--- config.mk ---
export PLATFORM = sky130hd
export DESIGN_NAME = game_screen_sequencer
export DESIGN_NICKNAME = d
export VERILOG_FILES = /design/src/rtl/game_screen_sequencer.sv
export SDC_FILE = /design/constraint.sdc
export NUM_CORES = 1
export LEC_CHECK = 0
export CORE_ASPECT_RATIO = 0.6
export CORE_UTILIZATION = 50
export DETAILED_ROUTE_END_ITERATION = 8
export GPL_TIMING_DRIVEN = 0
export PLACE_DENSITY = 0.75
export SYNTH_ARGS = -nofsm -noshare
export SYNTH_HDL_FRONTEND = slang
export SYNTH_SLANG_ARGS = --single-unit
export TNS_END_PERCENT = 100
--- constraint.sdc ---
create_clock -name CLOCK_50 -period 4.72 [get_ports CLOCK_50]
set_input_delay 1.18 -clock CLOCK_50 [delete_from_list [all_inputs] [get_ports CLOCK_50]]
set_output_delay 1.18 -clock CLOCK_50 [all_outputs]
set_load 0.005 [all_outputs]
--- src/rtl/game_screen_sequencer.sv ---
// Screen sequencer for a timed game round: LOGO -> GET_READY -> PLAY -> TIMES_UP -> LEADERBOARD.
// A shared one-second prescaler drives the per-screen countdown; all outputs are registered.
module game_screen_sequencer #(
  parameter int TICKS_PER_SEC = 50000000,
  parameter int READY_SECS    = 3,
  parameter int PLAY_SECS     = 60,
  parameter int TIMESUP_SECS  = 2,
  parameter int LEADER_SECS   = 10
) (
  input  logic       CLOCK_50,
  input  logic       resetn,
  input  logic       start,
  input  logic       abort,
  input  logic       two_player_mode,
  output logic [2:0] screen,
  output logic       logo,
  output logic       get_ready,
  output logic       play_active,
  output logic       times_up,
  output logic       leaderboard,
  output logic [7:0] seconds_left,
  output logic       sec_tick,
  output logic       end_of_game,
  output logic       dual_latched
);

  localparam int PW = (TICKS_PER_SEC > 2) ? $clog2(TICKS_PER_SEC) : 1;
  localparam logic [PW-1:0] PRESC_LAST = PW'(TICKS_PER_SEC - 1);

  typedef enum logic [2:0] {
    S_LOGO      = 3'd0,
    S_GET_READY = 3'd1,
    S_PLAY      = 3'd2,
    S_TIMES_UP  = 3'd3,
    S_LEADER    = 3'd4
  } state_t;

  state_t          r_state;
  logic [PW-1:0]   r_presc;
  logic            r_start_d;
  logic [7:0]      r_secs;
  logic            r_dual;
  logic            r_logo;
  logic            r_get_ready;
  logic            r_play_active;
  logic            r_times_up;
  logic            r_leaderboard;
  logic            r_sec_tick;
  logic            r_end_of_game;

  state_t          w_state_nxt;
  logic [PW-1:0]   w_presc_nxt;
  logic [7:0]      w_secs_nxt;
  logic            w_dual_nxt;
  logic            w_start_edge;
  logic            w_tick;
  logic            w_expire;

  always_comb begin
    w_start_edge = start & ~r_start_d;
    w_tick       = (r_state != S_LOGO) && (r_presc == PRESC_LAST);
    w_expire     = w_tick && (r_secs == 8'd1);
    w_state_nxt  = r_state;
    w_presc_nxt  = w_tick ? '0 : r_presc + 1'b1;
    w_secs_nxt   = w_tick ? r_secs - 8'd1 : r_secs;
    w_dual_nxt   = r_dual;

    case (r_state)
      S_LOGO: begin
        w_presc_nxt = '0;
        w_secs_nxt  = 8'd0;
        w_dual_nxt  = 1'b0;
        if (w_start_edge) begin
          w_state_nxt = S_GET_READY;
          w_secs_nxt  = 8'(READY_SECS);
          w_dual_nxt  = two_player_mode;
        end
      end
      S_GET_READY: begin
        if (w_expire) begin
          w_state_nxt = S_PLAY;
          w_secs_nxt  = 8'(PLAY_SECS);
        end
      end
      S_PLAY: begin
        // Abort and expiry collapse into the same single transition.
        if (abort || w_expire) begin
          w_state_nxt = S_TIMES_UP;
          w_secs_nxt  = 8'(TIMESUP_SECS);
          w_presc_nxt = '0;
        end
      end
      S_TIMES_UP: begin
        if (w_expire) begin
          w_state_nxt = S_LEADER;
          w_secs_nxt  = 8'(LEADER_SECS);
        end
      end
      S_LEADER: begin
        if (w_start_edge) begin
          w_state_nxt = S_GET_READY;
          w_secs_nxt  = 8'(READY_SECS);
          w_presc_nxt = '0;
          w_dual_nxt  = two_player_mode;
        end else if (w_expire) begin
          w_state_nxt = S_LOGO;
          w_secs_nxt  = 8'd0;
          w_presc_nxt = '0;
          w_dual_nxt  = 1'b0;
        end
      end
      default: begin
        w_state_nxt = S_LOGO;
        w_secs_nxt  = 8'd0;
        w_presc_nxt = '0;
        w_dual_nxt  = 1'b0;
      end
    endcase
  end

  // Outputs are loaded from the next-state values so they line up with the state register.
  always_ff @(posedge CLOCK_50) begin
    if (!resetn) begin
      r_state       <= S_LOGO;
      r_presc       <= '0;
      r_start_d     <= 1'b1;
      r_secs        <= 8'd0;
      r_dual        <= 1'b0;
      r_logo        <= 1'b1;
      r_get_ready   <= 1'b0;
      r_play_active <= 1'b0;
      r_times_up    <= 1'b0;
      r_leaderboard <= 1'b0;
      r_sec_tick    <= 1'b0;
      r_end_of_game <= 1'b0;
    end else begin
      r_state       <= w_state_nxt;
      r_presc       <= w_presc_nxt;
      r_start_d     <= start;
      r_secs        <= w_secs_nxt;
      r_dual        <= w_dual_nxt;
      r_logo        <= (w_state_nxt == S_LOGO);
      r_get_ready   <= (w_state_nxt == S_GET_READY);
      r_play_active <= (w_state_nxt == S_PLAY);
      r_times_up    <= (w_state_nxt == S_TIMES_UP);
      r_leaderboard <= (w_state_nxt == S_LEADER);
      r_sec_tick    <= (w_state_nxt != S_LOGO) && (w_presc_nxt == PRESC_LAST);
      r_end_of_game <= (w_state_nxt == S_TIMES_UP) && (r_state != S_TIMES_UP);
    end
  end

  assign screen       = r_state;
  assign logo         = r_logo;
  assign get_ready    = r_get_ready;
  assign play_active  = r_play_active;
  assign times_up     = r_times_up;
  assign leaderboard  = r_leaderboard;
  assign seconds_left = r_secs;
  assign sec_tick     = r_sec_tick;
  assign end_of_game  = r_end_of_game;
  assign dual_latched = r_dual;

endmodule
Word-level counts from Yosys, hierarchy flattened

Index checks and enable logic that the tools add are counted.
Widths: inputs -> output; s select.

Input bits: 5
Flip-flop bits (word level): 46
Output and inout bits: 19
Logic and storage cells: 66

Add/subtract/negate cells: 2
Muxes and demuxes: 24
Eq/ne operators: 13
Reductions and logical operators: 12
Bitwise operators: 3

Operators with widths:

| kind                  | count |
|---|---|
| $mux 26               | 4 |
| $pmux 26 s3           | 1 |
| $eq 26x26->1 const B  | 2 |
| $mux 8                | 6 |
| $pmux 8 s5            | 1 |
| $add 26x1->26 const B | 1 |
| $mux 3                | 6 |
| $pmux 3 s5            | 1 |
| $eq 3x2->1 const B    | 4 |
| $eq 8x1->1 const B    | 1 |
| $sub 8x1->8 const B   | 1 |
| $eq 3x1->1 const B    | 2 |
| $eq 3x3->1 const B    | 2 |
| $logic_not 3->1       | 2 |
| $reduce_bool 3->1     | 2 |
| $logic_and 1x1->1     | 4 |
| $mux 1                | 3 |
| $ne 3x2->1 const B    | 1 |
| $ne 3x3->1 const B    | 1 |
| $pmux 1 s3            | 1 |
| $reduce_or 3->1       | 1 |
| $mux 2                | 1 |
| $not 1->1             | 2 |
| $reduce_and 2->1      | 1 |
| 3 further kinds       | 3 |

Depth between registers and ports, before layout

Gate-level depths: netlist of the first run.

Depth after elaboration: 8
Depth in mapped cells: 8
Gate-level depth less buffers: 7

Worst setup path before layout of the first run

OpenSTA, ideal clock, no wires.

Path kind: in2reg
Start: input abort
End: register r_presc[12]
Buffers on the path: 2
Data arrival time: 2.356 ns
Library setup time: 0.065 ns
Path slack: 2.299 ns
Data required time: 4.655 ns
Stages on the path: 7
Path through: nand2b_1 a21oi_1 o21ai_0 or2_2 buf_2 buf_2 nor2_1

Word-level cells in the longest chain between the ends: 3

RTL lines:

| what                   | line | text |
|---|---|---|
| start: declaration     | 13   | `input logic abort,` |
| $logic_or 1x1->1       | 87   | `if (abort \|\| w_expire) begin` |
| $mux 26                | 87   |  |
| $pmux 26 s3            | 68   | `case (r_state)` |
| end signal: assignment | 138  | `r_presc <= w_presc_nxt;` |
| end: declaration       | 39   | `logic [PW-1:0] r_presc;` |

Every way passes these cells.
A chain may end at the register's enable or synchronous reset.

Worst setup path after layout of the first run

Start: input abort
End: register r_presc[20]

The elaborated chain is that of the path after synthesis.

==> flow_summary.json, run 1 <==
{
  "r2r_cells": 8,
  "relSlewSlack_pct": 38.6,
  "r2r-end": "r_presc[13]",
  "final_common_cell": "dfxtp_1",
  "p_per_area_nw_per_um2": 233,
  "p_leak_nw": 0.920,
  "synth_simple_gate_area_share_pct": 32.3,
  "cts.path.max_buffers": 2,
  "syn_inst": 288,
  "async_flop_share_pct": 0,
  "maxCapViolations": 0,
  "ys_types": 49,
  "hold_buffers": 0,
  "synth_warnings": 0,
  "syn_to_final_growth_pct": 16.1,
  "layout_common_cells": "dfxtp_1, nor2_1, clkdlybuf4s50_1",
  "cp-startpoint": "abort",
  "final-setup-viol-count": 0,
  "layout.nets": 326,
  "grt_pass1_wl_um": 9290,
  "p_sw_share_pct": 22.7,
  "stdcell_count": 381,
  "cts_resized": 0,
  "synth-compound-area-share_pct": 11.6,
  "p_sw_w": 0.000148,
  "cts_made_buffers": 5,
  "n_antenna_cell": 0,
  "pwr-share-comb_pct": 5.1,
  "die_w_um": 91.7,
  "irDropWorstVdd_mv": 0.133,
  "p_clk_share_pct": 34.8,
  "die_h_um": 55.8,
  "max_freq_mhz": 345,
  "fin_crit_sh_pct": 61.4,
  "finalClockSkew_ns": 0.00931,
  "cts.sinks": 46,
  "path_class": "in -> reg",
  "drt-wirelength-per-cell_um": 14.7,
  "ys_ff_latch": 46,
  "crit_path_end_kind": "register",
  "p_int_w": 0.000505,
  "num_vias": 2174,
  "htreeDepth": 2,
  "drive_above_1_share_pct": 6.92,
  "syn-num-nets": 296,
  "synth_area_um2": 2410,
  "cts-root-buf": "clkbuf_8",
  "pin_count": 24,
  "dp_hpwl_um": 4210,
  "start_util_pct": 52.3,
  "critPathLaunchType": "input pin",
  "dieArea_um2": 5120,
  "fill_cells": 414,
  "syn_avg_cell_area_um2": 8.38,
  "synth_top_family_by_area": "simple AND/OR/NAND/NOR gates",
  "ys.flop_type": "dfxtp_1",
  "r2r_start": "r_presc[0]",
  "r2r_setup_slack_ns": 1.92,
  "endpoint": "r_presc[20]",
  "grt_max_degree": 14,
  "muxShareOfSynthArea_pct": 1.30,
  "track_usage_pct": 23.3,
  "clkTransAtPathRegs_ns": 0.08,
  "maxSlewViolCount": 0,
  "tightest_slew_ns": 0.913,
  "worstHoldPathType": "reg -> reg",
  "design.core.area_um2": 4610,
  "post-route-min-period_ns": 2.90,
  "setup-tns-final_ns": 0,
  "place_congestion": 0.888,
  "path_max_fanout": 10,
  "routed_wl_um": 5590,
  "yosys.area_share.adder_pct": 1.56,
  "grt_pass1_vias": 1908,
  "worstPathArrival_ns": 3.13,
  "drtPass1Iterations": 4,
  "port_buffers": 23,
  "power_frac_seq_pct": 60.1,
  "drt_iter0_markers": 178,
  "required_ns": 4.95,
  "synth_xor_area_share_pct": 10.9,
  "synth_edf_count": 0,
  "hold_violations": 0,
  "post_cts_buffers": 0,
  "place_inst": 374,
  "drc": 0,
  "final_util_pct": 60.7,
  "via_per_inst": 5.71,
  "overflow": 0,
  "clk_latency_ns": 0.30,
  "drtAntennaViolNets": 0,
  "rsz0062_at_grt": "false",
  "seq_area_frac_synth_pct": 38.2,
  "antenna_found_initial": 0,
  "rows": 19,
  "status": "completed",
  "tritoncts": "yes"
}
## through the flow
| step | power, W | instance area (um^2) | hold slack, ns | setup slack (ns) |
|---|---|---|---|---|
| floorplan | 0.000420 | 2410 | 0.449 | 2.30 |
| global placement | 0.000434 | 2720 | 0.487 | 1.58 |
| detailed placement | 0.000434 | 2720 | 0.498 | 1.54 |
| CTS | 0.000656 | 2800 | 0.509 | 1.85 |
| global route | 0.000681 | 2800 | 0.531 | 1.69 |
| finish | 0.000653 | 2800 | 0.507 | 1.82 |
## layer usage
metal | part of all wire [%] | track usage [%] | wire, um
met1 | 51 | 36.4 | 2870
met2 | 39 | 30.6 | 2150
met3 | 9.2 | 7.10 | 512
met4 | 0.91 | 5.44 | 51
met5 | 0 | 0 | 0
## registers in the layout, summed over array words and instances, names as in the netlist
register and cells:
r_presc 26, seconds_left 8, screen 3, dual_latched 1
end_of_game 1, get_ready 1, leaderboard 1, logo 1
play_active 1, r_start_d 1, sec_tick 1, times_up 1
## synth_stat cells, types with 3 or more instances
cell,number,share of area [%]
dfxtp_1,46,38
nor2_1,45,7.0
nand2_1,19,3.0
xor2_1,17,6.2
a21oi_1,15,3.1
xnor2_1,13,4.7
nand2b_1,11,2.9
nand3_1,11,2.3
nand4_1,11,2.9
inv_1,9,1.4
nor2b_1,7,1.8
nor3_1,7,1.5
buf_2,5,1.0
clkbuf_1,5,0.78
nor4_1,5,1.3
o21ai_0,5,1.0
and3_1,4,1.0
a31oi_1,3,0.78
and4_1,3,1.1
ha_1,3,1.6
nand4b_1,3,1.1
o211ai_1,3,0.93
or2_2,3,0.78
or4_1,3,0.93
## critical path, stage by stage
cell and delay (ns):
clkdlybuf4s50_1 0.45, nand2b_1 0.21, a21oi_1 0.24, o21ai_0 0.19, or2_2 0.32, buf_2 0.19
buf_2 0.21, nor2_1 0.13
## kinds of logic after synthesis
kind of cell,count (synthesis)
muxes,3
DFF,46
buffers and inverters,21
and+or+nand+nor,143
adders and majority gates,3
xor gates and xnor gates,30
AOI/OAI and AO/OA,42
## final cells by class
type	instances	area (um^2)	share of cell area, %
Buffer	12	66.3	2.37
Clock buffer	5	68.8	2.46
Clock inverter	2	10.0	0.357
Inverter	9	33.8	1.21
Multi-Input combinational cell	221	1390	49.7
Sequential cell	46	921	32.9
Tap cell	63	78.8	2.82
Timing Repair Buffer	23	230	8.22
## power by group through the flow
stage          clock network (W)  registers (W)  logic [W]
2_1_floorplan                  0       0.000402  0.0000183
3_3_place_gp                   0       0.000402  0.0000319
3_5_place_dp                   0       0.000402  0.0000321
4_1_cts                 0.000231       0.000393  0.0000324
5_1_grt                 0.000252       0.000393  0.0000361
6_report                0.000228       0.000393  0.0000332
## worst min path at each step
stage	from	to	slack (ns)	depth (start not counted)
CTS	dual_latched	dual_latched	0.51	2
global placement	dual_latched	dual_latched	0.49	2
finish	r_presc[0]	r_presc[0]	0.51	1
floorplan	r_presc[0]	r_presc[0]	0.45	1
detailed placement	r_presc[0]	r_presc[0]	0.50	1
global route	r_presc[0]	r_presc[0]	0.53	1
(Power assumes the default switching activity.)
==> run 2: changes to the inputs <==
- PLACE_DENSITY: 0.75 -> 0.78
- clock period: 4.72 -> 2.6 ns (I/O delays scaled with it)
==> run 2 against run 1 <==
Clock power up 82%. Critical path depth down 2. Die area unchanged. Final cell count up 1.8%. Total power up 82%. Core utilization up 2.5 points. First-iteration DRC count up 10%. Global-route usage down 0.35 points. Setup slack worse by 1.8 ns. Flip-flop and latch count unchanged. Wire length up 1.7%. Highest routed layer unchanged. Sequential share of layout area down 1.1 points.
==> flow_summary.json, run 2 (synthesis gave the netlist of run 1 again) <==
{
  "die_w_um": 91.7,
  "finalPower_w": 0.00119,
  "overflow": 0,
  "n_antenna_cell": 0,
  "final_util_pct": 63.2,
  "cts.path.max_buffers": 2,
  "layout_common_cells": "nor2_1, dfxtp_1, clkdlybuf4s50_1",
  "grt_max_degree": 14,
  "antenna_found_initial": 0,
  "htreeDepth": 2,
  "num_vias": 2204,
  "tightest_slew_ns": 0.551,
  "post_dp_cell_area_um2": 2720,
  "routed_wl_um": 5680,
  "path_class": "reg -> reg",
  "clkTransAtPathRegs_ns": 0.08,
  "critPathLaunchType": "register",
  "finalClockSkew_ns": 0.00807,
  "maxCapViolations": 0,
  "dieArea_um2": 5120,
  "hold_violations": 0,
  "hold_buffers": 0,
  "cts.sinks": 46,
  "stdcell_area_um2": 2920,
  "design.core.area_um2": 4610,
  "drt-wirelength-per-cell_um": 14.6,
  "via_per_inst": 5.68,
  "tritoncts": "yes",
  "layout.nets": 333,
  "port_buffers": 23,
  "grt_pass1_wl_um": 9200,
  "pin_count": 24,
  "drive_above_1_share_pct": 12.6,
  "die_h_um": 55.8,
  "p_per_area_nw_per_um2": 408,
  "required_ns": 2.78,
  "drtAntennaViolNets": 0,
  "regMostFlops": "r_presc",
  "final-setup-viol-count": 0,
  "p_leak_nw": 0.984,
  "drt_iter0_markers": 196,
  "rows": 19,
  "worstHoldPathType": "reg -> reg",
  "rsz0062_at_grt": "false",
  "dp_hpwl_um": 4070,
  "path_max_fanout": 5,
  "largest_register_ffs": 26,
  "post-route-min-period_ns": 2.53,
  "drtPass1Iterations": 4,
  "cts-root-buf": "clkbuf_8",
  "place_congestion": 0.883,
  "hold_ws_ns": 0.476,
  "maxSlewViolCount": 0,
  "crit_path_end_kind": "register",
  "irDropWorstVdd_mv": 0.313,
  "status": "completed",
  "grt_pass1_vias": 1911,
  "track_usage_pct": 23.0,
  "start_util_pct": 52.3,
  "worstPathArrival_ns": 2.71,
  "syn_to_final_growth_pct": 20.9,
  "fin_crit_sh_pct": 97.4,
  "max_freq_mhz": 395,
  "cts_made_buffers": 5,
  "final_common_cell": "nor2_1",
  "relSlewSlack_pct": 63.0,
  "drc": 0,
  "clk_latency_ns": 0.30
}
run 2: layout make-up:
type	instances	area (um^2)
plain buffers	12	73.8
well taps	63	78.8
flip-flops and latches	46	927
fillers	415	1700
repair buffers	30	283
multi-input cells	221	1440
inverters	9	33.8
clock inverters	2	10.0
clock buffers	5	68.8
run 2: final timing paths:
| check | startpoint | endpoint | slack [ns] | cells past startpoint |
|---|---|---|---|---|
| hold reg to reg | r_presc[0] | r_presc[0] | 0.48 | 1 |
| setup reg to reg | r_presc[10] | sec_tick | 0.07 | 6 |
| setup / recovery | r_presc[10] | sec_tick | 0.07 | 6 |
| hold / removal | r_presc[0] | r_presc[0] | 0.48 | 1 |
run 2: per-layer routing:
metal / up-vias / track usage [%] / part of all wire (%)
met1: 1013 / 36.5 / 52
met5: - / 0 / 0
met4: 0 / 4.99 / 0.86
met3: 9 / 5.33 / 9.6
met2: 97 / 30.8 / 38
li1: 1085 / - / -
run 2: through the flow:
stage	setup WS [ns]	instances	setup TNS, ns
floorplan	0.262	288	0
global placement	-0.163	374	-3.18
detailed placement	-0.157	374	-3.10
CTS	0.0181	381	0
global route	0.0118	388	0
finish	0.0687	388	0
run 2: repair_timing:
item,CTS,global route
resized for setup,2,16
pin swaps,0,4
buffers inserted,0,7
setup endpoints to repair,24,27
run 2: worst max-delay path, stage by stage, from the launching register on:
cell and delay, ns:
dfxtp_4 0.37, or4_1 0.53, a2111o_1 0.52, nor4b_4 0.40, nor2b_1 0.18, nor3_2 0.31, nor4_1 0.10
run 2: power by group:
group | leakage (nW) | switching [W] | internal, W
registers | 0.373 | 0.00000402 | 0.000708
clock network | 0.0438 | 0.000234 | 0.000181
logic | 0.567 | 0.0000337 | 0.0000299
total | 0.984 | 0.000272 | 0.000918
